### config.mk
export PLATFORM = sky130hd
export DESIGN_NAME = eq_band_mixer_flat
export DESIGN_NICKNAME = d
export VERILOG_FILES = /design/src/rtl/eq_band_mixer_pkg.sv /design/src/rtl/eq_band_mixer_if.sv /design/src/rtl/eq_round_sat.sv /design/src/rtl/eq_band_mixer.sv /design/src/flat_wrapper.sv
export SDC_FILE = /design/constraint.sdc
export NUM_CORES = 1
export LEC_CHECK = 0
export CAP_MARGIN = 5
export CORE_ASPECT_RATIO = 0.8
export CORE_MARGIN = 1
export CORE_UTILIZATION = 59
export DETAILED_ROUTE_END_ITERATION = 8
export GPL_TIMING_DRIVEN = 1
export PLACE_DENSITY_LB_ADDON = 0.25
export SLEW_MARGIN = 30
export SYNTH_ARGS = -nofsm -noshare
export SYNTH_HDL_FRONTEND = slang
export SYNTH_SLANG_ARGS = --single-unit
### constraint.sdc
create_clock -name S_AXI_ACLK -period 33.9 [get_ports S_AXI_ACLK]
set_clock_uncertainty 0.1 [all_clocks]
set_input_delay 3.39 -clock S_AXI_ACLK [delete_from_list [all_inputs] [get_ports S_AXI_ACLK]]
set_output_delay 3.39 -clock S_AXI_ACLK [all_outputs]
set_load 0.05 [all_outputs]
### src/rtl/eq_band_mixer_pkg.sv
// Shared constants, state encoding and register map for the band mixer.
// Imported by the mixer top and its rounding sub-block.
package eq_mixer_pkg;

  localparam int          NUM_BANDS     = 13;
  localparam logic [15:0] GAIN_RESET    = 16'h7FFF;
  localparam logic [31:0] ROUND_CONST   = 32'h4000;
  localparam logic [3:0]  ADDR_CLR_OVR  = 4'd13;
  localparam logic [3:0]  ADDR_CLR_PEAK = 4'd14;

  typedef enum logic [1:0] {
    IDLE,
    MAC,
    ROUND,
    OUT
  } state_e;

endpackage

### src/rtl/eq_band_mixer_if.sv
// Band capture, gain register, sample output and status bundle.
// slave is the mixer side, master the driving side.
interface eq_band_mixer_if #(
  parameter int NUM_BANDS  = 13,
  parameter int DATA_WIDTH = 16
);

  logic [NUM_BANDS*DATA_WIDTH-1:0] bands;
  logic                            in_chan;
  logic                            in_valid;
  logic                            in_ready;
  logic                            gain_wr;
  logic [3:0]                      gain_addr;
  logic [DATA_WIDTH-1:0]           gain_data;
  logic [DATA_WIDTH-1:0]           out_data;
  logic                            out_chan;
  logic                            out_valid;
  logic                            out_ready;
  logic                            overrun;
  logic [DATA_WIDTH-1:0]           peak_abs;

  modport slave (
    input  bands, in_chan, in_valid,
    input  gain_wr, gain_addr, gain_data,
    input  out_ready,
    output in_ready, out_data, out_chan,
    output out_valid, overrun, peak_abs
  );

  modport master (
    output bands, in_chan, in_valid,
    output gain_wr, gain_addr, gain_data,
    output out_ready,
    input  in_ready, out_data, out_chan,
    input  out_valid, overrun, peak_abs
  );

endinterface

### src/rtl/eq_round_sat.sv
// Round-half-up from a Q.30 accumulator to Q1.15 with saturation.
// Purely combinational; shared with later mixing stages.
module eq_round_sat
  import eq_mixer_pkg::*;
#(
  parameter int ACC_WIDTH  = 36,
  parameter int DATA_WIDTH = 16
) (
  input  logic [ACC_WIDTH-1:0]  acc_i,
  output logic [DATA_WIDTH-1:0] data_o
);

  localparam int HI = 2 * DATA_WIDTH - 2;
  localparam int LO = DATA_WIDTH - 1;

  logic [ACC_WIDTH-1:0] r;
  logic                 ovf;

  assign r   = acc_i + ACC_WIDTH'(ROUND_CONST);
  // Result fits only if every bit above HI copies the sign at HI.
  assign ovf = r[ACC_WIDTH-1:HI] != {(ACC_WIDTH-HI){r[HI]}};

  always_comb begin
    data_o = r[HI:LO];
    if (ovf) begin
      data_o = r[ACC_WIDTH-1] ? {1'b1, {(DATA_WIDTH-1){1'b0}}}
                              : {1'b0, {(DATA_WIDTH-1){1'b1}}};
    end
  end

endmodule

### src/rtl/eq_band_mixer.sv
// Per-band gain + serial MAC mixer with valid/ready output.
// EQ_MIXER_PEAK_EN adds a peak |out_data| tracker.
module eq_band_mixer
  import eq_mixer_pkg::*;
#(
  parameter int NUM_BANDS  = 13,
  parameter int DATA_WIDTH = 16,
  parameter int ACC_WIDTH  = 36
) (
  input  logic S_AXI_ACLK,
  input  logic S_AXI_ARESET,
  eq_band_mixer_if.slave bus
);

  localparam int CW = $clog2(NUM_BANDS);
  localparam int PW = 2 * DATA_WIDTH;

  state_e                state_q, state_d;
  logic [CW-1:0]         ctr_q, ctr_d;
  logic [ACC_WIDTH-1:0]  acc_q, acc_d;
  logic [DATA_WIDTH-1:0] band_q [NUM_BANDS];
  logic [DATA_WIDTH-1:0] gain_q [NUM_BANDS];
  logic                  chan_q;
  logic [DATA_WIDTH-1:0] out_q;
  logic                  out_chan_q;
  logic                  ovr_q, ovr_d;
  logic                  accept;
  logic                  last;
  logic                  clr_ovr;
  logic signed [PW-1:0]  prod;
  logic [DATA_WIDTH-1:0] rs_data;

  assign bus.in_ready = (state_q == IDLE) ||
                        (state_q == OUT && bus.out_ready);
  assign accept  = bus.in_valid && bus.in_ready;
  assign last    = ctr_q == CW'(NUM_BANDS - 1);
  assign clr_ovr = bus.gain_wr && (bus.gain_addr == ADDR_CLR_OVR);
  // Gain is read live, so a write mid-frame hits later bands only.
  assign prod    = $signed(band_q[ctr_q]) * $signed(gain_q[ctr_q]);

  always_comb begin
    state_d = state_q;
    ctr_d   = ctr_q;
    acc_d   = acc_q;
    unique case (state_q)
      IDLE: begin
        if (accept) begin
          state_d = MAC;
          ctr_d   = '0;
          acc_d   = '0;
        end
      end
      MAC: begin
        acc_d = acc_q + {{(ACC_WIDTH-PW){prod[PW-1]}}, prod};
        ctr_d = ctr_q + CW'(1);
        if (last) state_d = ROUND;
      end
      ROUND: state_d = OUT;
      OUT: begin
        if (bus.out_ready) begin
          state_d = IDLE;
          if (accept) begin
            state_d = MAC;
            ctr_d   = '0;
            acc_d   = '0;
          end
        end
      end
      default: state_d = IDLE;
    endcase
    ovr_d = ovr_q;
    if (clr_ovr) ovr_d = 1'b0;
    if (bus.in_valid && !bus.in_ready) ovr_d = 1'b1;
  end

  always_ff @(posedge S_AXI_ACLK) begin
    if (S_AXI_ARESET) begin
      state_q    <= IDLE;
      ctr_q      <= '0;
      acc_q      <= '0;
      chan_q     <= 1'b0;
      out_q      <= '0;
      out_chan_q <= 1'b0;
      ovr_q      <= 1'b0;
    end else begin
      state_q <= state_d;
      ctr_q   <= ctr_d;
      acc_q   <= acc_d;
      ovr_q   <= ovr_d;
      if (accept) chan_q <= bus.in_chan;
      if (state_q == ROUND) begin
        out_q      <= rs_data;
        out_chan_q <= chan_q;
      end
    end
  end

  always_ff @(posedge S_AXI_ACLK) begin
    if (accept) begin
      for (int i = 0; i < NUM_BANDS; i++) begin
        band_q[i] <= bus.bands[i*DATA_WIDTH +: DATA_WIDTH];
      end
    end
  end

  always_ff @(posedge S_AXI_ACLK) begin
    for (int i = 0; i < NUM_BANDS; i++) begin
      if (S_AXI_ARESET) begin
        gain_q[i] <= DATA_WIDTH'(GAIN_RESET);
      end else if (bus.gain_wr && bus.gain_addr == 4'(i)) begin
        gain_q[i] <= bus.gain_data;
      end
    end
  end

  eq_round_sat #(
    .ACC_WIDTH  (ACC_WIDTH),
    .DATA_WIDTH (DATA_WIDTH)
  ) u_round_sat (
    .acc_i  (acc_q),
    .data_o (rs_data)
  );

  assign bus.out_data  = out_q;
  assign bus.out_chan  = out_chan_q;
  assign bus.out_valid = state_q == OUT;
  assign bus.overrun   = ovr_q;

`ifdef EQ_MIXER_PEAK_EN
  localparam logic [DATA_WIDTH-1:0] SMIN = {1'b1, {(DATA_WIDTH-1){1'b0}}};

  logic [DATA_WIDTH-1:0] peak_q, peak_d, peak_base, rs_abs;
  logic                  clr_peak;

  assign clr_peak = bus.gain_wr && (bus.gain_addr == ADDR_CLR_PEAK);

  always_comb begin
    rs_abs = rs_data;
    if (rs_data == SMIN) rs_abs = ~SMIN;
    else if (rs_data[DATA_WIDTH-1]) rs_abs = -rs_data;
    // A clear coinciding with ROUND restarts the max from this sample.
    peak_base = clr_peak ? '0 : peak_q;
    peak_d    = peak_base;
    if (state_q == ROUND && rs_abs > peak_base) peak_d = rs_abs;
  end

  always_ff @(posedge S_AXI_ACLK) begin
    if (S_AXI_ARESET) peak_q <= '0;
    else              peak_q <= peak_d;
  end

  assign bus.peak_abs = peak_q;
`else
  assign bus.peak_abs = '0;
`endif

endmodule
### src/flat_wrapper.sv
// flat-port wrapper written by rule: the top's interface ports become plain ports
module eq_band_mixer_flat import eq_mixer_pkg::*;
#(
  parameter int NUM_BANDS  = 13,
  parameter int DATA_WIDTH = 16,
  parameter int ACC_WIDTH  = 36
)
  (S_AXI_ACLK, S_AXI_ARESET, bus_bands, bus_in_chan, bus_in_valid, bus_gain_wr, bus_gain_addr, bus_gain_data, bus_out_ready, bus_in_ready, bus_out_data, bus_out_chan, bus_out_valid, bus_overrun, bus_peak_abs);
  eq_band_mixer_if #(.NUM_BANDS(NUM_BANDS), .DATA_WIDTH(DATA_WIDTH)) bus_i ();
  input  logic S_AXI_ACLK;
  input  logic S_AXI_ARESET;
  input wire logic [$bits(bus_i.bands)-1:0] bus_bands;
  input wire logic [$bits(bus_i.in_chan)-1:0] bus_in_chan;
  input wire logic [$bits(bus_i.in_valid)-1:0] bus_in_valid;
  input wire logic [$bits(bus_i.gain_wr)-1:0] bus_gain_wr;
  input wire logic [$bits(bus_i.gain_addr)-1:0] bus_gain_addr;
  input wire logic [$bits(bus_i.gain_data)-1:0] bus_gain_data;
  input wire logic [$bits(bus_i.out_ready)-1:0] bus_out_ready;
  output wire logic [$bits(bus_i.in_ready)-1:0] bus_in_ready;
  output wire logic [$bits(bus_i.out_data)-1:0] bus_out_data;
  output wire logic [$bits(bus_i.out_chan)-1:0] bus_out_chan;
  output wire logic [$bits(bus_i.out_valid)-1:0] bus_out_valid;
  output wire logic [$bits(bus_i.overrun)-1:0] bus_overrun;
  output wire logic [$bits(bus_i.peak_abs)-1:0] bus_peak_abs;
  assign bus_i.bands = bus_bands;
  assign bus_i.in_chan = bus_in_chan;
  assign bus_i.in_valid = bus_in_valid;
  assign bus_i.gain_wr = bus_gain_wr;
  assign bus_i.gain_addr = bus_gain_addr;
  assign bus_i.gain_data = bus_gain_data;
  assign bus_i.out_ready = bus_out_ready;
  assign bus_in_ready = bus_i.in_ready;
  assign bus_out_data = bus_i.out_data;
  assign bus_out_chan = bus_i.out_chan;
  assign bus_out_valid = bus_i.out_valid;
  assign bus_overrun = bus_i.overrun;
  assign bus_peak_abs = bus_i.peak_abs;
  eq_band_mixer #(.NUM_BANDS(NUM_BANDS), .DATA_WIDTH(DATA_WIDTH), .ACC_WIDTH(ACC_WIDTH)) u_core (.S_AXI_ACLK(S_AXI_ACLK), .S_AXI_ARESET(S_AXI_ARESET), .bus(bus_i));
endmodule
# Word-level counts from Yosys, hierarchy flattened
# Memories as Yosys holds them, arrays and structs flattened. A register that Yosys moved wholly into a read port is not among the register bits.
# Index checks and enable logic that the tools add are counted.
[op_classes]
addsub = 3
bitwise = 13
mul = 1
n_eq_ne = 21
reduce_logical = 25
muxes = 75
[ops]
columns = ["operator", "count"]
rows = [
  ["2-to-1 mux 16 bit", 15],
  ["one-hot mux 36 bit (3 select lines)", 1],
  ["2-to-1 mux 36 bit", 2],
  ["2-to-1 mux 1 bit", 46],
  ["adder 36 x 15 -> 36 bit (second input constant)", 1],
  ["adder 36 bit", 1],
  ["multiplier 16 x 16 -> 32 bit", 1],
  ["== test 4 bit (second input constant)", 7],
  ["2-to-1 mux 4 bit", 6],
  ["logical AND 1 bit", 17],
  ["== test 4 x 3 -> 1 bit (second input constant)", 4],
  ["OR 1 bit", 13],
  ["one-hot mux 4 bit (3 select lines)", 1],
  ["== test 4 x 2 -> 1 bit (second input constant)", 2],
  ["one-hot mux 2 bit (4 select lines)", 1],
  ["2-to-1 mux 2 bit", 3],
  ["inequality test 5 bit", 1],
  ["adder 4 x 1 -> 4 bit (second input constant)", 1],
  ["== test 2 bit (second input constant)", 2],
  ["== test 4 x 1 -> 1 bit (second input constant)", 1],
  ["zero test 4 bit", 1],
  ["inequality test 2 x 1 -> 1 bit (second input constant)", 2],
  ["AND reduction 3 bit", 1],
  ["nonzero test 3 bit", 1],
  ["other kinds (7)", 7],
]
[word_totals]
inputBits = 234
mem_bits_rw = 416
reg_bits = 61
output_inout_bits = 36
wordCells = 147
mem_count = 2
[mem_list]
columns = ["memory", "words", "word_bits", "read_ports", "rd_ports_with_merged_regs", "write_ports", "line_no", "text"]
rows = [
  ["u_core.band_q", 13, 16, 1, 1, 13, "eq_band_mixer.sv:21", "logic [DATA_WIDTH-1:0] band_q [NUM_BANDS];"],
  ["u_core.gain_q", 13, 16, 1, 1, 13, "eq_band_mixer.sv:22", "logic [DATA_WIDTH-1:0] gain_q [NUM_BANDS];"],
]

# Longest topological paths before layout
[depth]
ltp_word = 9
ltp_mapped = 43
ltp_nobuf = 39

# Cells and area by module
# A second synthesis with hierarchy kept.
[hier_totals]
hier_cells = 2639
hier_area_um2 = 32038.2
[by_module_without_submodules]
columns = ["mod", "cells_each", "seq_area_each_um2", "instances", "area_per_inst_um2"]
rows = [
  ["eq_band_mixer", 2536, 13793.2, 1, 31236.2],
  ["eq_round_sat", 103, 0.0, 1, 802.0],
]

# Least setup slack after synthesis
# No wires, ideal clock.
[synth_path]
path_kind = "input port to flip-flop"
start = "input bus_out_ready"
end = "register u_core.acc_q[20]"
stages = 6
t_required_ps = 33683
setup_time_ps = 117
t_arrival_ps = 13811
path_buffers = 1
slack_ps = 19872
path_cell_list = "a21oi_1 nor2_1 o21ai_0 nor2b_1 clkbuf_1 a22o_1"
[synth_via]
elab_chain_cells = 6
elab_cells_between_ends = 8
cone_classes = "eq/ne: 1; mux: 3; reduce/logical: 4"
[synth_lines]
columns = ["item", "line_no", "text"]
rows = [
  ["start: declaration", "flat_wrapper.sv:18", "input wire logic [$bits(bus_i.out_ready)-1:0] bus_out_ready;"],
  ["logical AND 1 bit (*)", "eq_band_mixer.sv:34", "(state_q == OUT && bus.out_ready);"],
  ["logical OR 1 bit (*)", "eq_band_mixer.sv:33", "assign bus.in_ready = (state_q == IDLE) ||"],
  ["logical AND 1 bit (*)", "eq_band_mixer.sv:35", "assign accept = bus.in_valid && bus.in_ready;"],
  ["net u_core.accept", "eq_band_mixer.sv:27", "logic accept;"],
  ["2-to-1 mux 36 bit (*)", "-", ""],
  ["2-to-1 mux 36 bit", "-", ""],
  ["one-hot mux 36 bit (3 select lines) (*)", "-", ""],
  ["end signal: assignment", "eq_band_mixer.sv:80", "acc_q <= '0;"],
  ["end signal: assignment", "eq_band_mixer.sv:88", "acc_q <= acc_d;"],
  ["end: declaration", "eq_band_mixer.sv:20", "logic [ACC_WIDTH-1:0] acc_q, acc_d;"],
]
# The timed path passes the listed nets; every way through them passes the cells marked *. The select of a mux whose other input is x is not followed.
# A chain may end at the register's enable or synchronous reset.

==> flow_metrics.py <==
metrics = {
    "placed_design": {
        "place_hpwl_um": 56190,
        "portBuffers": 253,
        "gp_congestion": 0.9202,
    },
    "grt": {
        "grt_first_pass_wirelength_um": 119100,
        "antenna_found_initial": 1,
        "grt_overflow": 0,
        "grt_max_degree": 80,
        "grt_usage_pct": 28.79,
        "grt_pass1_vias": 21310,
    },
    "synth": {
        "synth-seq-area-share_pct": 43.87,
        "synthAdderAreaFrac_pct": 21.72,
        "ys_types": 74,
        "synth-simple-area-share_pct": 10.98,
        "yosys-mux-area-fraction_pct": 9.249,
        "async_flop_share_pct": 0,
        "synth_compound_area_share_pct": 6.065,
        "syn_area_sq_um": 31440,
        "synth_cells": 2553,
        "synth_area_per_cell_sq_um": 12.31,
        "ys_warn_count": 0,
        "synth_edf_count": 416,
        "synth_top_family_by_area": "adder cells",
        "ys_ff_latch": 481,
        "dominantRegCellSynth": "edfxtp_1",
        "synth_xor_area_share_pct": 2.368,
    },
    "timing": {
        "worst_pin_slew_ns": 1.044,
        "setup_viol": 0,
        "max_freq_mhz": 86.13,
        "min_period_ns": 11.61,
        "rsz0062_at_grt": "false",
        "final.setup.tns_ns": 0,
        "relSlewSlack_pct": 29.94,
        "fin_crit_sh_pct": 34.25,
        "hold_viol": 0,
        "maxSlewViolCount": 0,
    },
    "clock_tree": {
        "clockRootBuffer": "clkbuf_16",
        "insertion_delay_ns": 0.61,
        "ctsResizeCount": 0,
        "numClockSinks": 481,
        "cts_hold_buf": 0,
        "cts_tree": "yes",
        "cts_setup_buffers": 0,
        "htreeDepth": 2,
        "numCtsBuffers": 48,
        "clockBufferDepth": 3,
        "clk_pin_slew_worst_paths_ns": 0.06,
    },
    "critical_path": {
        "cp.arrival_ns": 12.01,
        "crit_family": "adder cells",
        "slowest_stage": "dfxtp_4",
        "cp-end-kind": "flop",
        "cpMostUsedCell": "fa_1",
        "crit_path_max_incr_delay_ns": 0.81,
        "cp_max_fo": 39,
        "cp_num_buf_inv": 7,
        "start_kind": "flop",
        "critical_path_required_ns": 34.30,
        "path_class": "flop to flop",
    },
    "routing": {
        "drc_errors": 0,
        "drt-pass1-iter-count": 5,
        "drtAntennaViolNets": 0,
        "routed_via_density": 5.831,
        "vias": 20460,
        "wirelength_um": 77270,
        "wl_per_cell_um": 22.03,
        "drt_iter0_drc": 1846,
    },
    "final_layout": {
        "fin_nets": 3397,
        "layout_common_cells": "edfxtp_1, inv_1, fa_1",
        "final_common_cell": "edfxtp_1",
        "area_delta_synth_final_pct": 15.00,
        "drive_gt1_share_pct": 15.74,
    },
    "floorplan": {
        "ios": 270,
        "die_area_sq_um": 54220,
        "dieWidth_um": 260.1,
        "initial_core_util_pct": 59.82,
        "fp-row-count": 75,
        "dieHeight_um": 208.5,
        "core_area_sq_um": 52550,
    },
    "job": {
        "max_cap_violations": 0,
    },
    "min_path": {
        "hold_path.class": "flop to flop",
    },
    "outcome": {
        "outcome": "finished, final reports clean",
    },
}
-- path summary, 6_finish.rpt --
check / slack [ns] / to / startpoint / cells past startpoint
max reg2reg: 22.29 / u_core.acc_q[35] / flop / 38
min reg2reg: 0.36 / u_core.acc_q[2] / u_core.acc_q[2] / 2
min: 0.36 / u_core.acc_q[2] / u_core.acc_q[2] / 2
max: 22.29 / u_core.acc_q[35] / flop / 38
-- metrics by stage --
| step | utilization, % | setup slack, ns | hold slack (ns) | instances | area, sq um |
|---|---|---|---|---|---|
| 6_report | 68.80 | 22.29 | 0.3633 | 3508 | 36150 |
| 5_1_grt | 68.80 | 21.48 | 0.3802 | 3508 | 36150 |
| 4_1_cts | 68.67 | 22.21 | 0.3617 | 3505 | 36090 |
| 3_5_place_dp | 65.82 | 22.23 | 0.3513 | 3416 | 34590 |
| 3_3_place_gp | 65.79 | 22.18 | 0.3451 | 3416 | 34570 |
| 2_1_floorplan | - | 19.87 | 0.3362 | 2568 | 31490 |
-- registers in the layout (all words and copies together) (netlist names), named ones only --
register	count
u_core.gain_q	208
u_core.chan_q	1
u_core.bus.overrun	1
u_core.bus.out_data	16
u_core.state_q	2
u_core.ctr_q	4
u_core.acc_q	36
u_core.bus.out_chan	1
u_core.band_q	208
-- Yosys cell counts (10+ instances only) --
cell	n	area, sq um
a21oi_1	54	270.3
xnor2_1	54	473.0
dfxtp_1	65	1301
edfxtp_1	416	12490
or3_1	17	106.4
nand2b_1	16	100.1
nor2b_1	15	93.84
mux2i_1	25	250.2
mux2_2	22	247.7
buf_2	13	65.06
nor2_1	208	780.8
a22oi_1	22	165.2
o21bai_1	15	112.6
fa_1	263	5265
clkbuf_1	91	341.6
nor3_1	13	65.06
a22o_1	11	96.34
buf_4	16	120.1
or2_2	186	1164
nand2_1	186	698.2
a21o_1	28	210.2
a211oi_1	10	75.07
o211ai_2	10	125.1
ha_1	125	1564
nand3_1	26	130.1
o21ai_1	17	85.08
xor2_1	31	271.5
inv_1	330	1239
mux4_2	107	2410
o21a_1	22	165.2
o21ai_0	43	215.2
-- layer usage --
metal	wire length, um	GRT usage (%)	up-vias
li1	-	-	9133
met1	30700	38.76	10420
met2	39300	48.44	723
met3	4968	4.020	176
met4	2302	9.377	0
met5	0	0	-
-- area by class of cell --
cell class,instances,area [sq um]
clock buffer,55,1227
clock inverter,34,271.5
fill,3653,16400
tap,693,867.1
timing repair buffer,284,2796
antenna,1,2.502
sequential,481,13800
multi-input combinational,1630,15950
inverter,330,1239
-- tightest hold or removal path: stages (launching register included) --
cell and delay [ns]:
dfxtp_1 0.32, nand2_1 0.05, a21oi_1 0.05
-- cells by family after synthesis --
logic type      Yosys count
compound gates          278
xor+xnor                 85
fa+ha+maj               388
buf+inv                 457
flops                   481
mux                     154
other cells               1
simple gates            709
Power is not shown: default switching activity piles up to over one toggle a cycle in this logic, so the estimate is an artifact.
